===== src/rtl/rename_stage_if.sv =====
// Rename stage bus: decode-side request, dispatch-side renamed result,
// and the retire-side physical register return path.
interface rename_stage_if #(
  parameter int AREG_W = 5,
  parameter int PREG_W = 6
);
  // Decode -> rename
  logic              in_valid;
  logic              in_ready;
  logic [AREG_W-1:0] srcReg1;
  logic [AREG_W-1:0] srcReg2;
  logic [AREG_W-1:0] destReg;
  logic              regWrite;

  // Rename -> dispatch
  logic              out_valid;
  logic              out_ready;
  logic [PREG_W-1:0] out_psrc1;
  logic [PREG_W-1:0] out_psrc2;
  logic [PREG_W-1:0] out_pdest;
  logic [PREG_W-1:0] out_pdest_old;
  logic              out_regWrite;

  // Retire -> rename
  logic              free_valid;
  logic [PREG_W-1:0] free_preg;
  logic [PREG_W:0]   free_count;

  // Surrounding pipeline (decode, dispatch, retire) drives the requests
  modport master (
    output in_valid, srcReg1, srcReg2, destReg, regWrite,
    output out_ready, free_valid, free_preg,
    input  in_ready, out_valid, out_psrc1, out_psrc2, out_pdest,
    input  out_pdest_old, out_regWrite, free_count
  );

  // Rename stage itself
  modport slave (
    input  in_valid, srcReg1, srcReg2, destReg, regWrite,
    input  out_ready, free_valid, free_preg,
    output in_ready, out_valid, out_psrc1, out_psrc2, out_pdest,
    output out_pdest_old, out_regWrite, free_count
  );
endinterface


===== src/rtl/rename_stage.sv =====
// Register rename stage: RAT lookup for sources, circular free-list
// allocation for the destination, registered hand-off to dispatch.
// Retired physical tags are pushed back at the free-list tail.
module rename_stage #(
  parameter int ARCH_REGS = 32,
  parameter int PHYS_REGS = 64,
  parameter int PREG_W    = 6
) (
  input logic           clk,
  input logic           rstn,
  rename_stage_if.slave rif
);
  localparam int FL_DEPTH = PHYS_REGS - ARCH_REGS;
  localparam int FL_W     = $clog2(FL_DEPTH);
  localparam logic [PREG_W:0]   FL_FULL = (PREG_W+1)'(FL_DEPTH);
  localparam logic [FL_W-1:0]   FL_LAST = FL_W'(FL_DEPTH - 1);

  // Architectural state
  logic [PREG_W-1:0] rat [ARCH_REGS];
  logic [PREG_W-1:0] fl  [FL_DEPTH];
  logic [FL_W-1:0]   head;
  logic [FL_W-1:0]   tail;
  logic [PREG_W:0]   free_count_q;

  // Handshake decode
  logic accept;
  logic alloc;
  logic push;

  // Stage 0: combinational rename results
  logic [PREG_W-1:0] psrc1_p0;
  logic [PREG_W-1:0] psrc2_p0;
  logic [PREG_W-1:0] pdest_p0;
  logic [PREG_W-1:0] pdest_old_p0;

  // Stage 1: registered output to dispatch
  logic              vld_p1;
  logic [PREG_W-1:0] psrc1_p1;
  logic [PREG_W-1:0] psrc2_p1;
  logic [PREG_W-1:0] pdest_p1;
  logic [PREG_W-1:0] pdest_old_p1;
  logic              rw_p1;

  // Circular pointer advance; explicit wrap keeps non-power-of-two depths correct
  function automatic logic [FL_W-1:0] ptr_inc(input logic [FL_W-1:0] p);
    return (p == FL_LAST) ? '0 : p + 1'b1;
  endfunction

  // Only the registered occupancy gates acceptance, so a same-cycle return
  // never opens the stage when the list is empty.
  assign rif.in_ready = (~vld_p1 | rif.out_ready) & (free_count_q != '0);
  assign accept       = rif.in_valid & rif.in_ready;
  assign alloc        = accept & rif.regWrite & (rif.destReg != '0);
  assign push         = rif.free_valid & (rif.free_preg != '0) & (free_count_q < FL_FULL);

  // Sources see the mapping from before this cycle's RAT write; x0 pinned to p0
  assign psrc1_p0     = (rif.srcReg1 == '0) ? '0 : rat[rif.srcReg1];
  assign psrc2_p0     = (rif.srcReg2 == '0) ? '0 : rat[rif.srcReg2];
  assign pdest_p0     = alloc ? fl[head] : '0;
  assign pdest_old_p0 = alloc ? rat[rif.destReg] : '0;

  // RAT: identity map at reset, destination remapped on allocation
  always_ff @(posedge clk or negedge rstn) begin
    if (!rstn) begin
      for (int i = 0; i < ARCH_REGS; i++) begin
        rat[i] <= PREG_W'(i);
      end
    end else if (alloc) begin
      rat[rif.destReg] <= fl[head];
    end
  end

  // Free list: pop at head on allocation, push retired tags at tail
  always_ff @(posedge clk or negedge rstn) begin
    if (!rstn) begin
      for (int i = 0; i < FL_DEPTH; i++) begin
        fl[i] <= PREG_W'(ARCH_REGS + i);
      end
      head         <= '0;
      tail         <= '0;
      free_count_q <= FL_FULL;
    end else begin
      if (alloc) begin
        head <= ptr_inc(head);
      end
      if (push) begin
        fl[tail] <= rif.free_preg;
        tail     <= ptr_inc(tail);
      end
      free_count_q <= free_count_q + (PREG_W+1)'(push) - (PREG_W+1)'(alloc);
    end
  end

  // Output register: load on accept, drain on dispatch, hold under back-pressure
  always_ff @(posedge clk or negedge rstn) begin
    if (!rstn) begin
      vld_p1       <= 1'b0;
      psrc1_p1     <= '0;
      psrc2_p1     <= '0;
      pdest_p1     <= '0;
      pdest_old_p1 <= '0;
      rw_p1        <= 1'b0;
    end else if (accept) begin
      vld_p1       <= 1'b1;
      psrc1_p1     <= psrc1_p0;
      psrc2_p1     <= psrc2_p0;
      pdest_p1     <= pdest_p0;
      pdest_old_p1 <= pdest_old_p0;
      rw_p1        <= alloc;
    end else if (rif.out_ready) begin
      vld_p1 <= 1'b0;
    end
  end

  assign rif.out_valid     = vld_p1;
  assign rif.out_psrc1     = psrc1_p1;
  assign rif.out_psrc2     = psrc2_p1;
  assign rif.out_pdest     = pdest_p1;
  assign rif.out_pdest_old = pdest_old_p1;
  assign rif.out_regWrite  = rw_p1;
  assign rif.free_count    = free_count_q;
endmodule

===== src/flat_wrapper.sv =====
// flat-port wrapper written by rule: the top's interface ports become plain ports
module rename_stage_flat 
#(
  parameter int ARCH_REGS = 32,
  parameter int PHYS_REGS = 64,
  parameter int PREG_W    = 6
)
  (clk, rstn, rif_in_valid, rif_srcReg1, rif_srcReg2, rif_destReg, rif_regWrite, rif_out_ready, rif_free_valid, rif_free_preg, rif_in_ready, rif_out_valid, rif_out_psrc1, rif_out_psrc2, rif_out_pdest, rif_out_pdest_old, rif_out_regWrite, rif_free_count);
  rename_stage_if #(.PREG_W(PREG_W)) rif_i ();
  input logic clk;
  input logic rstn;
  input wire logic [$bits(rif_i.in_valid)-1:0] rif_in_valid;
  input wire logic [$bits(rif_i.srcReg1)-1:0] rif_srcReg1;
  input wire logic [$bits(rif_i.srcReg2)-1:0] rif_srcReg2;
  input wire logic [$bits(rif_i.destReg)-1:0] rif_destReg;
  input wire logic [$bits(rif_i.regWrite)-1:0] rif_regWrite;
  input wire logic [$bits(rif_i.out_ready)-1:0] rif_out_ready;
  input wire logic [$bits(rif_i.free_valid)-1:0] rif_free_valid;
  input wire logic [$bits(rif_i.free_preg)-1:0] rif_free_preg;
  output wire logic [$bits(rif_i.in_ready)-1:0] rif_in_ready;
  output wire logic [$bits(rif_i.out_valid)-1:0] rif_out_valid;
  output wire logic [$bits(rif_i.out_psrc1)-1:0] rif_out_psrc1;
  output wire logic [$bits(rif_i.out_psrc2)-1:0] rif_out_psrc2;
  output wire logic [$bits(rif_i.out_pdest)-1:0] rif_out_pdest;
  output wire logic [$bits(rif_i.out_pdest_old)-1:0] rif_out_pdest_old;
  output wire logic [$bits(rif_i.out_regWrite)-1:0] rif_out_regWrite;
  output wire logic [$bits(rif_i.free_count)-1:0] rif_free_count;
  assign rif_i.in_valid = rif_in_valid;
  assign rif_i.srcReg1 = rif_srcReg1;
  assign rif_i.srcReg2 = rif_srcReg2;
  assign rif_i.destReg = rif_destReg;
  assign rif_i.regWrite = rif_regWrite;
  assign rif_i.out_ready = rif_out_ready;
  assign rif_i.free_valid = rif_free_valid;
  assign rif_i.free_preg = rif_free_preg;
  assign rif_in_ready = rif_i.in_ready;
  assign rif_out_valid = rif_i.out_valid;
  assign rif_out_psrc1 = rif_i.out_psrc1;
  assign rif_out_psrc2 = rif_i.out_psrc2;
  assign rif_out_pdest = rif_i.out_pdest;
  assign rif_out_pdest_old = rif_i.out_pdest_old;
  assign rif_out_regWrite = rif_i.out_regWrite;
  assign rif_free_count = rif_i.free_count;
  rename_stage #(.ARCH_REGS(ARCH_REGS), .PHYS_REGS(PHYS_REGS), .PREG_W(PREG_W)) u_core (.clk(clk), .rstn(rstn), .rif(rif_i));
endmodule

===== config.mk =====
export PLATFORM = sky130hd
export DESIGN_NAME = rename_stage_flat
export DESIGN_NICKNAME = d
export VERILOG_FILES = /design/src/rtl/rename_stage_if.sv /design/src/rtl/rename_stage.sv /design/src/flat_wrapper.sv
export SDC_FILE = /design/constraint.sdc
export NUM_CORES = 1
export LEC_CHECK = 0
export CELL_PAD_IN_SITES_DETAIL_PLACEMENT = 1
export CELL_PAD_IN_SITES_GLOBAL_PLACEMENT = 2
export CORE_ASPECT_RATIO = 0.9
export CORE_MARGIN = 1.5
export CORE_UTILIZATION = 45
export DETAILED_ROUTE_END_ITERATION = 10
export PLACE_DENSITY_LB_ADDON = 0.3
export SETUP_SLACK_MARGIN = 0.3
export SLEW_MARGIN = 10
export SYNTH_ARGS = -nofsm -noshare
export SYNTH_HDL_FRONTEND = slang
export SYNTH_SLANG_ARGS = --single-unit

===== constraint.sdc =====
create_clock -name clk -period 4.4 [get_ports clk]
set_input_delay 0.88 -clock clk [delete_from_list [all_inputs] [get_ports clk]]
set_output_delay 0.88 -clock clk [all_outputs]
set_load 0.03 [all_outputs]

==> metrics.txt <==
# resized after CTS=0; post-layout util=0.518; largest net degree at the start of global routing=129; critical-path cell with the highest stage delay=or3_1; CTS tree=yes; Critical Path AT=3.85 ns; clock power share=0.281; Post-DP HPWL=48200 µm; CTS Buf Count=49; iteration-0 DRC count of the detailed router=1351; Mapped Cells=1559; slowest stage delay, CP=0.51 ns; Worst R2R Start=u_core.rif.free_count[2]; worst relative slew slack=0.303; Power Internal=9.67 mW; final setup vio count=0; placed instance area=0.0244 mm²; YS warnings=0; first-pass GRT wire length=109000 µm; post-synthesis sequential area ratio=0.478; worst-path cell chain=clkdlybuf4s50_1, or3_1, o31ai_4, inv_1, ha_1, inv_1, ha_1, fa_1, a21oi_1, o21bai_1, a21oi_1, o21bai_1, xnor2_1; post-CTS setup buffers=0; Leakage=10.9 nW; Final min period=3.37 ns; Setup Total Neg Slack=0 ns; Worst setup SP type=primary input; path category of the worst min-delay check=primary input to async pin; Worst path top cell family by delay=adder cells; die height=217 µm; gr ovfl total=0; Gate power share=0.311; Final Cycle Share=0.767; R2R depth=15; R2R Setup Slk=1.16 ns; design area=0.0260 mm²; clk sinks=427; status=completed; syn_area_per_cell=14.7 µm²; placer congestion estimate=0.921; Synth Flop Type=dfrtp_1; CP Class=primary input to register; Max Cap Viol=0; Clk Latency, worst-skew pair=0.61 ns; antenna-violating nets left=0; GRT Util Overall=0.285; number of distinct library cells after synthesis=60; CTS root buf=clkbuf_16; nets=1661; Critical Path Stages=13; Via Count=15100; H-tree lvl count=2; syn nets=1604; Psw=5.06 mW; Hold Vio Cnt, Final=0; die area=0.0522 mm²; clock skew=0.0172 ns; max-slew violation count=0; Crit. End Element=register; worst path bufs/invs=3; drt first pass iters=6; Initial Util=0.455; Area Growth Syn to Fin=13.8%; antenna violations before repair=4; sequential cell fraction of total power=0.408; # rows=78; DIE WIDTH=241 µm; register area=0.0109 mm²; Post-CTS Hold Buffers=0; crit-path max FO=2; IO Pins=61; Post-Syn Area=0.0229 mm²; Seq cells post-synth=427; area of the core=0.0503 mm²; RSZ-0062 raised after global routing=no; Max Root-Sink Buffers=3; wire per inst=30.7 µm; Fmax=0.297 GHz; EDFF count, synth=0; Crit path required time=4.88 ns; filler instances=4825; number of remaining DRC errors=0; worst vdd ir=0.361 mV; clk slew on worst S/H paths=0.06 ns; Multi-input gate area=0.0113 mm²; Setup crit start=rif_destReg[4]; Worst Tran Pin Value=1.04 ns; vias per inst=6.45; Worst R2R End=u_core.rif.free_count[6]; fraction of layout cells with a size suffix above 1=0.544; Switching Share=0.344; share of async-settable or async-resettable flops after synthesis=1.00; total power=14.7 mW; Power Dens Cells=566 mW/mm²; Post-Route WL=71700 µm; I/O Buffers=60; vias in the first global route=15900
worst max-delay path by stage:
| stage | endpoint |
|---|---|
| 6_report | u_core.rif.free_count[6] |
| 5_1_grt | u_core.rif.free_count[6] |
| 4_1_cts | u_core.rif.free_count[6] |
| 3_5_place_dp | u_core.rif.free_count[6] |
| 3_3_place_gp | u_core.rif.free_count[6] |
| 2_1_floorplan | u_core.rif.free_count[6] |
state kept, by name, indices dropped and copies added (netlist names):
| signal | flops |
|---|---|
| u_core.fl | 192 |
| u_core.rif.out_pdest | 6 |
| u_core.rif.out_psrc2 | 6 |
| u_core.tail | 5 |
| u_core.head | 5 |
| u_core.rat | 192 |
| u_core.rif.out_pdest_old | 6 |
| u_core.rif.out_psrc1 | 6 |
| u_core.rif.out_regWrite | 1 |
| u_core.rif.out_valid | 1 |
| u_core.rif.free_count | 7 |
cell usage in the layout (no fill, tap or decap), types with 16 or more instances in the layout:
| master | instances |
|---|---|
| a21oi_1 | 20 |
| a221oi_1 | 16 |
| buf_4 | 74 |
| clkbuf_1 | 22 |
| clkbuf_16 | 49 |
| clkdlybuf4s50_1 | 54 |
| dfrtp_1 | 232 |
| dfstp_2 | 193 |
| ha_1 | 17 |
| inv_1 | 17 |
| mux2_2 | 337 |
| mux2_4 | 32 |
| mux2i_1 | 60 |
| mux4_2 | 164 |
| nand2_1 | 35 |
| nor2_1 | 56 |
| o22ai_1 | 54 |
synthesized netlist by cell type (all sizes together) (9+ instances only):
master	instances	area (µm²)
a21oi	20	100
a221oi	16	140
a22o	15	131
a22oi	13	97.6
a32o	9	90.1
buf	65	387
clkbuf	67	253
dfrtp	234	5860
dfstp	193	5070
ha	17	213
inv	17	63.8
mux2	379	4390
mux2i	60	601
mux4	164	3690
nand2	36	151
nand3	12	60.1
nand3b	14	105
nor2	64	300
nor3	12	60.1
o21ai	15	75.1
o22ai	54	338
or4	12	90.1
cells by family (layout without fill, tap and decap cells):
| kind of cell | count (synthesis) | count (layout) | share of synthesized area |
|---|---|---|---|
| DFF | 427 | 427 | 0.478 |
| and+or+nand+nor | 182 | 182 | 0.0449 |
| other | 0 | 1 | 0 |
| xor gates and xnor gates | 6 | 6 | 0.00230 |
| adders and majority gates | 18 | 18 | 0.0102 |
| muxes | 603 | 603 | 0.380 |
| buffers and inverters | 149 | 247 | 0.0307 |
| AOI/OAI and AO/OA | 174 | 174 | 0.0547 |
power by group through the flow:
stage               logic [mW]  clock network (mW)  registers [mW]
finish                    4.58                4.14            6.01
global route              4.88                4.39            6.16
CTS                       4.59                4.22            5.99
detailed placement        4.55                   0            6.04
global placement          4.45                   0            5.95
floorplan                 3.03                   0            5.81
per-layer routing:
layer  share of wire  routed length [µm]  vias to the layer above  GRT usage
met5         0.00036                  26                        -          0
met3           0.080                5720                      123     0.0679
met1            0.46               33100                     8258      0.433
met4           0.023                1650                        4     0.0744
li1                -                   -                     6156          -
met2            0.43               31200                      548      0.407
cell type report:
class	count	share of cell area
Multi-Input combinational cell	983	0.435
Sequential cell	427	0.420
Clock buffer	78	0.0540
Timing Repair Buffer	138	0.0485
Tap cell	680	0.0327
Clock inverter	14	0.00755
Inverter	17	0.00245
Antenna cell	1	0.0000962
metrics by stage:
| step | hold WS (ns) | cells | setup WS (ns) |
|---|---|---|---|
| after floorplan | 0.462 | 1559 | 0.680 |
| after CTS | 0.424 | 2337 | 1.05 |
| after global routing | 0.437 | 2337 | 0.909 |
| after global placement | 0.404 | 2245 | 0.450 |
| final | 0.409 | 2338 | 1.03 |
| after detailed placement | 0.412 | 2245 | 0.426 |
(Power assumes the default switching activity.)
